<file path="config.mk">
export PLATFORM = sky130hd
export DESIGN_NAME = bmp_unpad
export DESIGN_NICKNAME = d
export VERILOG_FILES = /design/src/rtl/bmp_pkg.sv /design/src/rtl/bmp_addr_gen.sv /design/src/rtl/bmp_unpad.sv
export SDC_FILE = /design/constraint.sdc
export NUM_CORES = 1
export LEC_CHECK = 0
export CAP_MARGIN = 10
export CORE_MARGIN = 4
export CORE_UTILIZATION = 32
export CTS_CLUSTER_SIZE = 10
export DETAILED_ROUTE_END_ITERATION = 8
export GPL_TIMING_DRIVEN = 0
export PLACE_DENSITY = 0.52
export SYNTH_ARGS = -nofsm -noshare
export SYNTH_HDL_FRONTEND = slang
export SYNTH_SLANG_ARGS = --single-unit
</file>
<file path="constraint.sdc">
create_clock -name clk -period 30.4 [get_ports clk]
set_clock_uncertainty 0.2 [all_clocks]
set_input_delay 6.08 -clock clk [delete_from_list [all_inputs] [get_ports clk]]
set_output_delay 6.08 -clock clk [all_outputs]
set_load 0.05 [all_outputs]
</file>
<file path="src/rtl/bmp_pkg.sv">
// rtl/bmp_pkg.sv - shared BMP constants, FSM states and row-stride helper
package bmp_pkg;

  localparam int BMP_HDR_BYTES = 54;
  localparam int WIDTH_OFS     = 18;
  localparam int HEIGHT_OFS    = 22;

  typedef enum logic [2:0] {
    IDLE, HDR_RD, HDR_CAP, CHECK, PIX_RD, PIX_WR, DONE
  } bmpState_t;

  // BMP rows are 3 bytes per pixel rounded up to a multiple of 4
  function automatic logic [12:0] padded_stride(input logic [10:0] w);
    logic [12:0] raw;
    raw = 13'(w) * 13'd3 + 13'd3;
    return raw & ~13'd3;
  endfunction

endpackage

</file>
<file path="src/rtl/bmp_addr_gen.sv">
// rtl/bmp_addr_gen.sv - source (bottom-up, padded) and destination (top-down, dense) byte addresses
module bmp_addr_gen
  import bmp_pkg::*;
#(
  parameter int HDR_BYTES = BMP_HDR_BYTES
) (
  input  logic [10:0] x,
  input  logic [10:0] y,
  input  logic [1:0]  rgb,
  input  logic [10:0] width,
  input  logic [10:0] height,
  input  logic [12:0] stride,
  output logic [31:0] srcAddr,
  output logic [31:0] dstAddr
);

  logic [31:0] srcRow;
  logic [31:0] col;

  always_comb begin
    srcRow  = 32'(height) - 32'd1 - 32'(y);
    col     = 32'd3 * 32'(x) + 32'(rgb);
    srcAddr = 32'(HDR_BYTES) + srcRow * 32'(stride) + col;
    dstAddr = 32'(y) * 32'd3 * 32'(width) + col;
  end

endmodule

</file>
<file path="src/rtl/bmp_unpad.sv">
// rtl/bmp_unpad.sv - converts a padded bottom-up BMP buffer into a dense top-down BGR raw buffer
module bmp_unpad
  import bmp_pkg::*;
#(
  parameter int MAX_WIDTH  = 640,
  parameter int MAX_HEIGHT = 480,
  parameter int HDR_BYTES  = BMP_HDR_BYTES
) (
  input  logic        clk,
  input  logic        rst_n,
  input  logic        start,
  output logic        done,
  output logic        err,
  output logic [31:0] readAddr,
  input  logic [7:0]  readdata,
  output logic [31:0] writeAddr,
  output logic [7:0]  wrdata,
  output logic        wren,
  output logic [10:0] width,
  output logic [10:0] height
);

  localparam logic [2:0] HDR_LAST = 3'(HEIGHT_OFS + 3 - WIDTH_OFS);

  bmpState_t   state, nextState;
  logic [2:0]  idx;
  logic [63:0] hdr;
  logic [31:0] hdrW, hdrH;
  logic        hdrBad;
  logic [10:0] x, y, nx, ny;
  logic [1:0]  rgb, nRgb;
  logic [12:0] stride;
  logic        errReg;
  logic        lastByte;
  logic [10:0] geoW, geoH;
  logic [12:0] geoS;
  logic [31:0] srcAddr, dstAddr;

  assign hdrW = hdr[31:0];
  assign hdrH = hdr[63:32];

  assign hdrBad = (hdrW[31:16] != 16'd0) || (hdrH[31:16] != 16'd0) ||
                  (hdrW == 32'd0) || (hdrW > 32'(MAX_WIDTH)) ||
                  (hdrH == 32'd0) || (hdrH > 32'(MAX_HEIGHT));

  assign lastByte = (y == height - 11'd1) && (x == width - 11'd1) && (rgb == 2'd2);

  always_comb begin
    nextState = state;
    nx        = x;
    ny        = y;
    nRgb      = rgb;
    case (state)
      IDLE, DONE: if (start) nextState = HDR_RD;
      HDR_RD:     nextState = HDR_CAP;
      HDR_CAP:    nextState = (idx == HDR_LAST) ? CHECK : HDR_RD;
      CHECK:      nextState = hdrBad ? DONE : PIX_RD;
      PIX_RD:     nextState = PIX_WR;
      PIX_WR: begin
        nextState = lastByte ? DONE : PIX_RD;
        if (rgb == 2'd2) begin
          nRgb = 2'd0;
          if (x == width - 11'd1) begin
            nx = 11'd0;
            ny = y + 11'd1;
          end else begin
            nx = x + 11'd1;
          end
        end else begin
          nRgb = rgb + 2'd1;
        end
      end
      default:    nextState = IDLE;
    endcase
  end

  // In CHECK the geometry registers are not loaded yet, so the first
  // source address is formed straight from the captured header.
  always_comb begin
    geoW = width;
    geoH = height;
    geoS = stride;
    if (state == CHECK) begin
      geoW = hdrW[10:0];
      geoH = hdrH[10:0];
      geoS = padded_stride(hdrW[10:0]);
    end
  end

  bmp_addr_gen #(.HDR_BYTES(HDR_BYTES)) addrGen (
    .x       (nx),
    .y       (ny),
    .rgb     (nRgb),
    .width   (geoW),
    .height  (geoH),
    .stride  (geoS),
    .srcAddr (srcAddr),
    .dstAddr (dstAddr)
  );

  always_ff @(posedge clk) begin
    if (!rst_n) begin
      state     <= IDLE;
      idx       <= 3'd0;
      hdr       <= 64'd0;
      x         <= 11'd0;
      y         <= 11'd0;
      rgb       <= 2'd0;
      stride    <= 13'd0;
      errReg    <= 1'b0;
      width     <= 11'd0;
      height    <= 11'd0;
      readAddr  <= 32'd0;
      writeAddr <= 32'd0;
    end else begin
      state <= nextState;
      x     <= nx;
      y     <= ny;
      rgb   <= nRgb;
      case (state)
        IDLE, DONE: if (start) begin
          idx      <= 3'd0;
          x        <= 11'd0;
          y        <= 11'd0;
          rgb      <= 2'd0;
          errReg   <= 1'b0;
          readAddr <= 32'(WIDTH_OFS);
        end
        HDR_CAP: begin
          hdr <= {readdata, hdr[63:8]};
          if (idx != HDR_LAST) begin
            idx      <= idx + 3'd1;
            readAddr <= 32'(WIDTH_OFS) + 32'(idx) + 32'd1;
          end
        end
        CHECK: begin
          width  <= hdrW[10:0];
          height <= hdrH[10:0];
          if (hdrBad) begin
            errReg <= 1'b1;
          end else begin
            stride   <= padded_stride(hdrW[10:0]);
            readAddr <= srcAddr;
          end
        end
        PIX_RD: writeAddr <= dstAddr;
        PIX_WR: if (!lastByte) readAddr <= srcAddr;
        default: ;
      endcase
    end
  end

  assign done   = (state == DONE);
  assign err    = errReg;
  assign wren   = (state == PIX_WR);
  assign wrdata = wren ? readdata : 8'd0;

endmodule
</file>
# Word-level counts from Yosys, hierarchy flattened
# Cells that the tools add are included.
[totals]
out_inout_bits = 97
reg_bits = 192
word_cells = 105
in_bits = 11
[op_classes]
n_eq_ne = 16
bitwise_logic = 1
n_lt_le_gt_ge = 2
n_mux = 34
mul = 5
n_reduce_logical = 20
add_sub_neg = 15
[op_table]
columns = ["op", "n"]
rows = [
  ["two-way mux 11 bit", 12],
  ["two-way mux 32 bit", 4],
  ["one-hot mux 32 bit (4 select lines)", 1],
  ["zero test 32 bit", 2],
  ["adder 24 x 32 -> 32 bit", 1],
  ["adder 32 bit", 1],
  ["adder 6 x 32 -> 32 bit, first input constant", 1],
  ["greater-than comparator 32 x 10 -> 1 bit, second input constant", 1],
  ["greater-than comparator 32 x 9 -> 1 bit, second input constant", 1],
  ["multiplier 32 x 13 -> 32 bit", 1],
  ["nonzero test 16 bit", 2],
  ["subtractor 32 x 11 -> 32 bit", 1],
  ["multiplier 11 x 2 -> 13 bit, second input constant", 2],
  ["multiplier 13 x 11 -> 24 bit", 1],
  ["adder 11 x 1 -> 11 bit, second input constant", 2],
  ["equality test 11 bit", 2],
  ["subtractor 11 x 1 -> 11 bit, second input constant", 2],
  ["one-hot mux 3 bit (6 select lines)", 1],
  ["adder 13 x 2 -> 14 bit", 1],
  ["two-way mux 2 bit", 7],
  ["adder 13 x 2 -> 13 bit, second input constant", 1],
  ["multiplier 2 x 11 -> 13 bit, first input constant", 1],
  ["two-way mux 13 bit", 1],
  ["equality test 3 bit, second input constant", 4],
  ["25 further kinds", 40],
]

# Logic depth before layout (Yosys ltp)
[depth]
ltp_word = 11
depth_mapped = 46

# Cells and area by module
# From an unflattened synthesis, not the netlist that was laid out.
[unflattened]
hier_cells = 2712
hier_area_um2 = 22500.3
[by_module_without_submodules]
columns = ["module", "seq_area_each_um2", "cells_per_inst", "instances", "area_per_inst_um2"]
rows = [
  ["bmp_addr_gen", 0.0, 1541, 1, 13137.6],
  ["bmp_unpad", 3843.7, 1171, 1, 9362.7],
]

# Least setup slack after synthesis
# OpenSTA, ideal clock, no wires.
[synth_timing]
path_type = "in2out"
startpoint = "input readdata[7]"
endpoint = "output wrdata[7]"
required_time_ps = 24120
arrival_time_ps = 6524
cell_stages = 1
slack_ps = 17596
path_cell_list = "and3_1"
[synth_between]
elab_chain_len = 1
[synth_rtl]
columns = ["item", "line_no", "text"]
rows = [
  ["from (decl)", "bmp_unpad.sv:15", "input logic [7:0] readdata,"],
  ["two-way mux 8 bit", "bmp_unpad.sv:156", "assign wrdata = wren ? readdata : 8'd0;"],
  ["to (decl)", "bmp_unpad.sv:17", "output logic [7:0] wrdata,"],
]
# No other way between the ends.

# Worst setup path in the final report
# Same ends and word-level chain as after synthesis.

==> results by group <==
Synth
  • Leading area contributor after synthesis: fa_1
  • Post-synth ARST share: 0
  • Synth top area share: 0.261
  • EDFF count, synth: 0
  • Syn_area_per_cell: 8.54 um2
  • Mapped cell area: 25100 um2
  • Sequential share of the synthesized area: 0.148
  • Synth cell types: 95
  • Main synth FF type: dfxtp_1
  • Flops & latches, synth: 186
  • Top cells by area, synth: fa_1 (26%), dfxtp_1 (15%), ha_1 (13%), nand2_1 (6.5%), inv_1 (5.8%)
  • Cell count after synthesis: 2939
  • Synth warn: 0

Setup path
  • Slowest stage delay, CP: 0.80 ns
  • CP dominant cell by count: clkdlybuf4s50_1
  • Crit-path cells: clkdlybuf4s50_1 > and3_1 > clkdlybuf4s50_1
  • CP Capture Type: output port
  • CP Max Fanout: 2
  • Crit path max-delay family: buffers and inverters
  • Worst EP required: 24.12 ns
  • Crit path kind: input port to output port
  • Critical Path AT: 7.56 ns
  • Worst Path Buf+Inv: 2
  • Max stage delay cell, worst path: clkdlybuf4s50_1
  • Reg-to-reg slack, setup: 17.06 ns
  • Critical Path Source Type: input port

Drt
  • Routed len/inst: 19.3 um
  • DR WL met3: 5.19 mm
  • Avg Vias per Cell: 4.89
  • 1st-iter DRT viols: 1389
  • Vias post-DR: 20100
  • Final WL: 79.4 mm
  • # DRC: 0
  • Routed Antenna Nets: 0
  • DR WL met2: 34.5 mm
  • Pre-antenna DRT Iters: 7
  • Wire length on met1: 38.3 mm
  • Max Used Layer: met4

Min path
  • Hold WC Path Type: flip-flop to flip-flop

CTS
  • Clock tree buffer depth: 2
  • CTS sink cnt: 186
  • Clk_lat worst skew: 0.50 ns
  • CTS Root Cell: clkbuf_16
  • Clk pin slew, worst setup/hold paths: 0.08 ns
  • Post-CTS Hold Buffers: 0
  • CTS resizes: 0
  • TritonCTS clock tree: done
  • Postcts setup bufs: 0
  • Clock H-tree levels: 4
  • Cts bufs inserted: 17

STA
  • Fmax: 72.2 MHz
  • RSZ-0062 raised after global routing: false
  • Slew Viols, Final: 0
  • Fin Setup TNS: 0 ns
  • Slew headroom: 0.141
  • Slew @ Worst Pin: 1.28 ns
  • Endpoints failing hold: 0
  • Tmin final: 13.84 ns
  • Setup violations, final: 0
  • Fin crit share: 0.455

Power and ir drop
  • Pleak: 13.1 nW
  • Maximum VDD drop: 0.0000424 V
  • PwrDens: 19.9 nW/um2
  • Design Power: 0.000558 W

Global routing
  • Number of global-route vias before repair: 19900
  • Initial antenna violation count: 0
  • First-pass GRT wire length: 123 mm
  • GRT Util Overall: 0.196
  • Grt ovf: 0
  • Largest net degree at the start of global routing: 24

Floorplan
  • Top-level port count: 108
  • Initial Util: 0.324
  • Full die area: 83000 um2
  • Chip height: 288 um
  • Core area: 77600 um2
  • Rows: 102
  • Chip Width: 288 um

Run
  • Total of max-cap violations: 0

Cells and area
  • Antenna Cells: 0
  • Share of cells above drive strength 1: 0.0328
  • Layout Nets: 3672
  • Area grow syn2layout: 11.9%

Placement
  • RD Place Congestion: 0.881
  • Post-DP HPWL: 66.6 mm
  • Buffers on Ports: 101

Run status
  • Status: complete, no violations
[worst reg2reg max path, delay by kind of cell (launching register included)]
family,cells,cell delay [ns]
DFF,1,0.44
xor gates and xnor gates,2,1.33
AOI/OAI and AO/OA,14,3.72
and+or+nand+nor,9,1.85
buffers and inverters,5,1.60
adders and majority gates,9,4.08
[synthesized netlist by cell type (14+ instances only)]
cell type,n
nand2b_1,57
a21o_1,30
a31oi_1,22
dfxtp_1,186
nand3_1,28
a21boi_0,97
o21ai_0,64
fa_1,327
and3_1,21
nand2_1,438
nor4_1,16
xor2_1,52
and2_1,58
a21oi_1,85
ha_1,268
or3_1,16
nor2_1,200
or2_2,14
xnor2_1,96
mux2i_1,26
o21bai_1,14
nor3_1,39
nand4_1,20
clkbuf_1,107
nor2b_1,82
inv_1,390
[cells in the final DEF, fill, tap and decap left out, types with 10 or more instances in the layout]
master	n
a21o_1	30
xor2_1	52
a31oi_1	22
nor3_1	39
o21ai_0	64
fa_1	327
clkbuf_1	107
nor2b_1	82
nand4_1	20
clkbuf_16	17
and2_1	58
buf_1	13
or3_1	16
xnor2_1	96
o21bai_1	14
clkdlybuf4s50_1	101
dfxtp_1	186
mux2i_1	26
nand2_1	438
nor4_1	16
and3_1	21
or2_2	14
ha_1	268
a21oi_1	85
a21boi_0	97
nor2_1	200
nand3b_1	10
nand2b_1	57
inv_1	390
nand3_1	28
[metal layers]
| layer | global-route usage | vias to the layer above |
|---|---|---|
| met4 | 0.0426 | 0 |
| met5 | 0 | - |
| met2 | 0.295 | 537 |
| met1 | 0.290 | 9828 |
| met3 | 0.0379 | 57 |
| li1 | - | 9706 |
[sequential cells by signal, summed over array words and instances (netlist names)]
register,flops
state,3
stride,11
width,11
x,11
err,1
hdr,64
y,11
readAddr,32
height,11
writeAddr,26
rgb,2
idx,3
[stage by stage]
step           cell area [um2]  setup slack (ns)   util  hold WS (ns)  std cells
2_1_floorplan            25100             17.60      -         0.244       2944
3_3_place_gp             27400             16.54  0.354         0.258       4085
3_5_place_dp             27500             16.55  0.354         0.264       4087
4_1_cts                  28100             16.54  0.362         0.276       4119
5_1_grt                  28100             16.41  0.362         0.307       4119
6_report                 28100             16.56  0.362         0.271       4119
[kinds of logic after synthesis]
kind of cell,Yosys count,synth area share
simple gates,1041,0.198
xor+xnor,151,0.0543
flops,186,0.148
buf+inv,530,0.0823
fa+ha+maj,595,0.394
mux,33,0.0135
compound gates,402,0.109
other cells,1,0.000149
[path summary, 6_finish.rpt]
check,cells past startpoint,start,end
min reg2reg,2,stride[2],stride[2]
min,2,stride[2],stride[2]
max,3,readdata[7],wrdata[7]
max reg2reg,39,state[1],readAddr[31]
[power breakdown]
group	total [W]	internal, W	switching [W]
clock	0.000252	0.000116	0.000136
combinational	0.0000599	0.0000179	0.0000420
sequential	0.000246	0.000245	0.00000154
total	0.000558	0.000379	0.000179
[final cells by class]
cell class              count  area (um2)
flip-flops and latches    186        3720
repair buffers            103        1020
clock inverters            15         226
fillers                  8201       49500
plain buffers             139         594
well taps                1040        1300
clock buffers              17         425
multi-input cells        2228       19300
inverters                 391        1470
Power figures use the tool's default switching activity.
